`src/rtl/asic_output_analyzer_if.sv`:
```
// Sample/result bus between the XADC front end and the output analyzer.
// master drives samples and controls; slave is the analyzer.
interface asic_output_analyzer_if #(
  parameter int SAMPLE_WIDTH = 12
);
  logic                    sample_valid;
  logic [SAMPLE_WIDTH-1:0] aux0;
  logic [SAMPLE_WIDTH-1:0] aux1;
  logic [SAMPLE_WIDTH-1:0] aux2;
  logic [SAMPLE_WIDTH-1:0] aux3;
  logic [SAMPLE_WIDTH-1:0] threshold;
  logic                    clear;
  logic [1:0]              network_output;
  logic [SAMPLE_WIDTH-1:0] winner_avg;
  logic                    no_winner;
  logic                    result_valid;
  logic                    sample_overrun;

  modport master (
    output sample_valid, aux0, aux1, aux2, aux3, threshold, clear,
    input  network_output, winner_avg, no_winner, result_valid, sample_overrun
  );

  modport slave (
    input  sample_valid, aux0, aux1, aux2, aux3, threshold, clear,
    output network_output, winner_avg, no_winner, result_valid, sample_overrun
  );
endinterface

```
`src/rtl/asic_output_analyzer.sv`:
```
// Windowed per-channel averaging of four AUX samples followed by a 4-step argmax.
// Optional macro ANALYZER_HYST_EN adds hysteresis to winner changes.
module asic_output_analyzer #(
  parameter int SAMPLE_WIDTH = 12,
  parameter int WINDOW_LOG2  = 4,
  parameter int HYST         = 32
) (
  input logic                   clk,
  input logic                   rst,
  asic_output_analyzer_if.slave bus
);
  localparam int AW = SAMPLE_WIDTH + WINDOW_LOG2;
  localparam int CW = WINDOW_LOG2 + 1;
  localparam logic [CW-1:0] LAST = CW'((1 << WINDOW_LOG2) - 1);

  localparam logic [2:0] ACCUM  = 3'd0;
  localparam logic [2:0] REPORT = 3'd1;
  localparam logic [2:0] CMP0   = 3'd4;
  localparam logic [2:0] CMP1   = 3'd5;
  localparam logic [2:0] CMP2   = 3'd6;
  localparam logic [2:0] CMP3   = 3'd7;

  if (WINDOW_LOG2 < 0 || WINDOW_LOG2 > 8 || HYST < 0) begin : g_param_check
    $error("asic_output_analyzer: WINDOW_LOG2 must be 0..8 and HYST non-negative");
  end

  function automatic logic [SAMPLE_WIDTH-1:0] window_avg(input logic [AW-1:0] a);
    window_avg = SAMPLE_WIDTH'(a >> WINDOW_LOG2);
  endfunction

  logic [SAMPLE_WIDTH-1:0] aux_w  [4];
  logic [AW-1:0]           sum_w  [4];
  logic [AW-1:0]           acc_q  [4];
  logic [AW-1:0]           acc_d  [4];
  logic [SAMPLE_WIDTH-1:0] snap_q [4];
  logic [SAMPLE_WIDTH-1:0] snap_d [4];
  logic [CW-1:0]           cnt_q, cnt_d;
  logic [2:0]              state_q, state_d;
  logic [SAMPLE_WIDTH-1:0] max_q, max_d;
  logic [1:0]              idx_q, idx_d;
  logic [1:0]              net_q, net_d;
  logic [SAMPLE_WIDTH-1:0] wavg_q, wavg_d;
  logic                    nw_q, nw_d;
  logic                    rv_q, rv_d;
  logic                    ovr_q, ovr_d;

  assign aux_w[0] = bus.aux0;
  assign aux_w[1] = bus.aux1;
  assign aux_w[2] = bus.aux2;
  assign aux_w[3] = bus.aux3;

  always_comb begin
    for (int i = 0; i < 4; i++) begin
      sum_w[i] = acc_q[i] + AW'(aux_w[i]);
    end
  end

  always_comb begin
    for (int i = 0; i < 4; i++) begin
      acc_d[i]  = acc_q[i];
      snap_d[i] = snap_q[i];
    end
    cnt_d   = cnt_q;
    state_d = state_q;
    max_d   = max_q;
    idx_d   = idx_q;
    net_d   = net_q;
    wavg_d  = wavg_q;
    nw_d    = nw_q;
    rv_d    = 1'b0;
    ovr_d   = ovr_q;

    if (bus.clear) begin
      for (int i = 0; i < 4; i++) begin
        acc_d[i]  = '0;
        snap_d[i] = '0;
      end
      cnt_d   = '0;
      state_d = ACCUM;
      ovr_d   = 1'b0;
    end else begin
      // Comparator: one channel per edge, ties keep the lower index
      case (state_q)
        CMP0: begin
          max_d   = snap_q[0];
          idx_d   = 2'd0;
          state_d = CMP1;
        end
        CMP1, CMP2, CMP3: begin
          if (snap_q[state_q[1:0]] > max_q) begin
            max_d = snap_q[state_q[1:0]];
            idx_d = state_q[1:0];
          end
          state_d = (state_q == CMP3) ? REPORT : state_q + 3'd1;
        end
        REPORT: begin
          rv_d    = 1'b1;
          state_d = ACCUM;
          wavg_d  = max_q;
          if (max_q < bus.threshold) begin
            nw_d = 1'b1;
          end else begin
            nw_d = 1'b0;
`ifdef ANALYZER_HYST_EN
            if (idx_q == net_q || int'(max_q) > int'(snap_q[net_q]) + HYST) begin
              net_d = idx_q;
            end else begin
              wavg_d = snap_q[net_q];
            end
`else
            net_d = idx_q;
`endif
          end
        end
        default: ;
      endcase

      // Accumulation runs in every state so no sample is dropped
      if (bus.sample_valid) begin
        for (int i = 0; i < 4; i++) begin
          acc_d[i] = sum_w[i];
        end
        if (cnt_q == LAST) begin
          cnt_d = '0;
          for (int i = 0; i < 4; i++) begin
            acc_d[i] = '0;
          end
          if (state_q == ACCUM) begin
            for (int i = 0; i < 4; i++) begin
              snap_d[i] = window_avg(sum_w[i]);
            end
            state_d = CMP0;
          end else begin
            ovr_d = 1'b1;
          end
        end else begin
          cnt_d = cnt_q + CW'(1);
        end
      end
    end
  end

  always_ff @(posedge clk or posedge rst) begin
    if (rst) begin
      for (int i = 0; i < 4; i++) begin
        acc_q[i]  <= '0;
        snap_q[i] <= '0;
      end
      cnt_q   <= '0;
      state_q <= ACCUM;
      max_q   <= '0;
      idx_q   <= '0;
      net_q   <= '0;
      wavg_q  <= '0;
      nw_q    <= 1'b1;
      rv_q    <= 1'b0;
      ovr_q   <= 1'b0;
    end else begin
      for (int i = 0; i < 4; i++) begin
        acc_q[i]  <= acc_d[i];
        snap_q[i] <= snap_d[i];
      end
      cnt_q   <= cnt_d;
      state_q <= state_d;
      max_q   <= max_d;
      idx_q   <= idx_d;
      net_q   <= net_d;
      wavg_q  <= wavg_d;
      nw_q    <= nw_d;
      rv_q    <= rv_d;
      ovr_q   <= ovr_d;
    end
  end

  assign bus.network_output = net_q;
  assign bus.winner_avg     = wavg_q;
  assign bus.no_winner      = nw_q;
  assign bus.result_valid   = rv_q;
  assign bus.sample_overrun = ovr_q;
endmodule
```
`src/flat_wrapper.sv`:
```
// flat-port wrapper written by rule: the top's interface ports become plain ports
module asic_output_analyzer_flat 
#(
  parameter int SAMPLE_WIDTH = 12,
  parameter int WINDOW_LOG2  = 4,
  parameter int HYST         = 32
)
  (clk, rst, bus_sample_valid, bus_aux0, bus_aux1, bus_aux2, bus_aux3, bus_threshold, bus_clear, bus_network_output, bus_winner_avg, bus_no_winner, bus_result_valid, bus_sample_overrun);
  asic_output_analyzer_if #(.SAMPLE_WIDTH(SAMPLE_WIDTH)) bus_i ();
  input logic clk;
  input logic rst;
  input wire logic [$bits(bus_i.sample_valid)-1:0] bus_sample_valid;
  input wire logic [$bits(bus_i.aux0)-1:0] bus_aux0;
  input wire logic [$bits(bus_i.aux1)-1:0] bus_aux1;
  input wire logic [$bits(bus_i.aux2)-1:0] bus_aux2;
  input wire logic [$bits(bus_i.aux3)-1:0] bus_aux3;
  input wire logic [$bits(bus_i.threshold)-1:0] bus_threshold;
  input wire logic [$bits(bus_i.clear)-1:0] bus_clear;
  output wire logic [$bits(bus_i.network_output)-1:0] bus_network_output;
  output wire logic [$bits(bus_i.winner_avg)-1:0] bus_winner_avg;
  output wire logic [$bits(bus_i.no_winner)-1:0] bus_no_winner;
  output wire logic [$bits(bus_i.result_valid)-1:0] bus_result_valid;
  output wire logic [$bits(bus_i.sample_overrun)-1:0] bus_sample_overrun;
  assign bus_i.sample_valid = bus_sample_valid;
  assign bus_i.aux0 = bus_aux0;
  assign bus_i.aux1 = bus_aux1;
  assign bus_i.aux2 = bus_aux2;
  assign bus_i.aux3 = bus_aux3;
  assign bus_i.threshold = bus_threshold;
  assign bus_i.clear = bus_clear;
  assign bus_network_output = bus_i.network_output;
  assign bus_winner_avg = bus_i.winner_avg;
  assign bus_no_winner = bus_i.no_winner;
  assign bus_result_valid = bus_i.result_valid;
  assign bus_sample_overrun = bus_i.sample_overrun;
  asic_output_analyzer #(.SAMPLE_WIDTH(SAMPLE_WIDTH), .WINDOW_LOG2(WINDOW_LOG2), .HYST(HYST)) u_core (.clk(clk), .rst(rst), .bus(bus_i));
endmodule
```
`config.mk`:
```
export PLATFORM = sky130hd
export DESIGN_NAME = asic_output_analyzer_flat
export DESIGN_NICKNAME = d
export VERILOG_FILES = /design/src/rtl/asic_output_analyzer_if.sv /design/src/rtl/asic_output_analyzer.sv /design/src/flat_wrapper.sv
export SDC_FILE = /design/constraint.sdc
export NUM_CORES = 1
export LEC_CHECK = 0
export ABC_AREA = 1
export CORE_MARGIN = 5
export CORE_UTILIZATION = 54
export DETAILED_ROUTE_END_ITERATION = 16
export GPL_TIMING_DRIVEN = 1
export PLACE_DENSITY = 0.78
export SLEW_MARGIN = 10
export SYNTH_ARGS = -nofsm -noshare
export SYNTH_HDL_FRONTEND = slang
export SYNTH_SLANG_ARGS = --single-unit
export TNS_END_PERCENT = 5
```
`constraint.sdc`:
```
create_clock -name clk -period 4.6 [get_ports clk]
set_input_delay 0.69 -clock clk [delete_from_list [all_inputs] [get_ports clk]]
set_output_delay 0.69 -clock clk [all_outputs]
set_load 0.05 [all_outputs]
```
==> flow_metrics.py <==
metrics = {
    "grt": {
        "overflow": 0,
        "met3_usage": 0.0381,
        "antenna_found_initial": 0,
        "grtUsageMet2": 0.412,
        "grtUsageTotal": 0.253,
        "grt_pass1_wl_microns": 42100,
        "first_global_vias": 8528,
        "grtUsageMet1": 0.349,
        "top_usage_layer": "met2",
        "grt_max_degree": 76,
    },
    "layout": {
        "nets": 1553,
        "antenna_cells": 0,
        "syn_to_final_growth_pct": 15.4,
        "post-route-util": 0.632,
        "finalInstanceArea_sq_mm": 0.0113,
        "drive_gt1_frac": 0.0429,
    },
    "clocking": {
        "htree_levels": 4,
        "clock_latency_ps": 430,
        "root_buffer": "clkbuf_16",
        "cts_buffer_depth": 2,
        "holdBufCountCts": 0,
        "path_clk_slew_ps": 70,
        "cts_buffers": 17,
        "cts_resized": 0,
        "cts_tree": "done",
        "cts.sink_count": 151,
        "cts_setup_buffers": 0,
    },
    "worst_setup_path": {
        "cp_max_fo": 28,
        "cp_num_buf_inv": 2,
        "reg2reg_slack_ps": 1420,
        "r2r_end": "u_core.max_q[4]$_DFFE_PP0P_",
        "cp-startpoint": "u_core.state_q[0]$_DFF_PP0_",
        "critPathRequiredTime_ps": 4920,
        "arrival_ps": 3500,
        "worstPathCellList": "buf_4 > inv_1 > o21ai_0 > o22ai_1 > ha_1 > nand4_1 > nor2_1 > nand2_1 > nand3_1 > nand2_1 > nand2_1 > nand2_2 > nand2_1 > nand2_1",
        "rr_worst_depth": 14,
        "cpLargestDelayFamily": "simple AND/OR/NAND/NOR gates",
        "cp-start-kind": "register",
        "cpMaxStageDelayCell": "inv_1",
        "cpMostUsedCell": "nand2_1",
        "path_class": "register to register",
        "worstSetupEndpointType": "register",
        "worstReg2RegStart": "u_core.state_q[0]$_DFF_PP0_",
        "slowest_delay_ps": 540,
    },
    "synthesis": {
        "yosysSeqAreaShare": 0.386,
        "syn-instance-count": 1336,
        "yosys.cell_types.count": 40,
        "ys_ff_latch": 151,
        "synth_area_leaders": "dfrtp_1, nand2_1, ha_1",
        "syn-cell-area_sq_mm": 0.00980,
        "syn_nets": 1481,
        "synth_top_area_share": 0.383,
        "synth_top_area_cell": "dfrtp_1",
        "syn_area_per_cell_sq_um": 7.34,
        "yosys_warnings": 0,
    },
    "worst_hold_path": {
        "hold_depth": 2,
        "hold-path-endpoint": "u_core.bus.network_output[1]$_DFFE_PP0P_",
        "hold_class": "register to register",
        "hp-start": "u_core.bus.network_output[1]$_DFFE_PP0P_",
    },
    "sta": {
        "timing.hold.ws_ps": 476,
        "setup_violations": 0,
        "hold_viol_final": 0,
        "final.min_clock_period_ps": 3180,
        "finalSetupTns_ps": 0,
        "rsz0062_at_grt": "false",
        "skew_ps": 10.5,
        "fmax_mhz": 314,
        "period_share": 0.692,
        "slew_headroom": 0.299,
        "worst_slew_pin_slew_ps": 1050,
        "slew_violations": 0,
    },
    "power_and_ir_drop": {
        "vdd_drop_max_mv": 0.274,
        "p_switching_mw": 1.29,
        "p_clk_frac": 0.342,
        "pwr-share-seq": 0.392,
        "p_leak_nw": 6.03,
        "switching_share": 0.339,
        "power_per_cell_area_mw_per_mm2": 335,
        "internal-power_mw": 2.50,
        "combPwrFrac": 0.266,
    },
    "place": {
        "dpl-instance-area_sq_mm": 0.0108,
        "hpwlAfterDp_microns": 18600,
        "gp_congestion": 0.921,
        "io_buffers": 80,
    },
    "floorplanning": {
        "rows": 49,
        "ios": 81,
        "core-area_sq_mm": 0.0179,
        "start_util": 0.548,
        "dieArea_sq_mm": 0.0209,
        "fp.dieW_microns": 145,
        "die_y_microns": 145,
    },
    "routing": {
        "dr.pass1.iters": 6,
        "wl_per_cell_microns": 15.2,
        "drc_errors": 0,
        "drt_iter0_markers": 681,
        "vias": 8927,
        "antenna_left": 0,
        "drt-total-wl_microns": 25000,
        "viasPerCell": 5.41,
    },
    "run": {
        "cap_violations": 0,
    },
    "run_status": {
        "outcome": "finished clean",
    },
}
[cell families after synthesis]
| family | share of synthesized area |
|---|---|
| DFF | 0.386 |
| xor gates and xnor gates | 0.0214 |
| and+or+nand+nor | 0.298 |
| adders and majority gates | 0.106 |
| buffers and inverters | 0.0781 |
| AOI/OAI and AO/OA | 0.110 |
[how the worst max path moves through the flow]
stage / endpoint / cells past startpoint
6_report: u_core.max_q[4]$_DFFE_PP0P_ / 14
5_1_grt: u_core.max_q[9]$_DFFE_PP0P_ / 14
4_1_cts: u_core.max_q[4]$_DFFE_PP0P_ / 14
3_5_place_dp: u_core.max_q[4]$_DFFE_PP0P_ / 14
3_3_place_gp: u_core.max_q[0]$_DFFE_PP0P_ / 14
2_1_floorplan: u_core.acc_q[0]$_DFFE_PP0P_ / 1
[per-stage QoR]
step,setup WS (ps),std cells,power (mW)
after global routing,1110,1650,4.01
final,1420,1650,3.79
after global placement,1560,1618,2.48
after CTS,1470,1650,3.80
after floorplan,2010,1336,2.22
after detailed placement,1500,1618,2.51
[tightest hold or removal path, stage by stage (launching register included)]
cell	delay [ps]
dfrtp_1	340
nand2_1	50
nand2_1	50
[placed cells by master, fill, tap and decap left out, drive strengths merged, types with 15 or more instances in the layout]
cell type,count
o21ai,93
dfrtp,150
o22ai,15
nor2,62
clkdlybuf4s50,80
nand3,126
inv,152
clkbuf,19
xnor2,22
ha,77
nand2,477
a21oi,58
[power by group through the flow]
stage | combinational [mW] | sequential [mW] | clock (mW)
floorplan | 0.683 | 1.54 | 0
global placement | 0.977 | 1.50 | 0
detailed placement | 1.00 | 1.51 | 0
CTS | 1.01 | 1.48 | 1.31
global route | 1.14 | 1.50 | 1.37
finish | 1.01 | 1.49 | 1.29
[metal layers]
layer | vias to the layer above | wire (microns)
met5 | - | 0
met4 | 0 | 574
met3 | 36 | 1340
met2 | 253 | 11500
met1 | 4142 | 11600
li1 | 4496 | -
[cell usage after synthesis (all sizes together)]
| cell type | count |
|---|---|
| clkbuf | 7 |
| inv | 151 |
| and3 | 3 |
| xor2 | 2 |
| or2 | 2 |
| nand4 | 10 |
| a31oi | 1 |
| and2 | 1 |
| a22o | 6 |
| a21o | 8 |
| xnor2 | 22 |
| nand3 | 126 |
| o21a | 5 |
| nor3 | 9 |
| a211oi | 2 |
| nand2 | 477 |
| a32o | 2 |
| a311oi | 1 |
| o21ai | 93 |
| a21oi | 58 |
| dfstp | 1 |
| dfrtp | 150 |
| fa | 4 |
| ha | 77 |
| o211a | 1 |
| buf | 28 |
| o22ai | 15 |
| nand3b | 12 |
| nor2 | 62 |
[registers in the layout, indices dropped and copies added (netlist names)]
name                       cells
u_core.acc_q                  64
u_core.bus.network_output      2
u_core.bus.no_winner           1
u_core.bus.result_valid        1
u_core.bus.sample_overrun      1
u_core.bus.winner_avg         12
u_core.cnt_q                   5
u_core.idx_q                   2
u_core.max_q                  12
u_core.snap_q                 48
u_core.state_q                 3
[area by class of cell]
cell class / instances / area, sq um
Fill cell: 1618 / 6590
Multi-Input combinational cell: 999 / 5260
Sequential cell: 151 / 3780
Timing Repair Buffer: 88 / 873
Inverter: 151 / 571
Clock buffer: 19 / 443
Tap cell: 229 / 287
Clock inverter: 13 / 100
(Power assumes the default switching activity.)
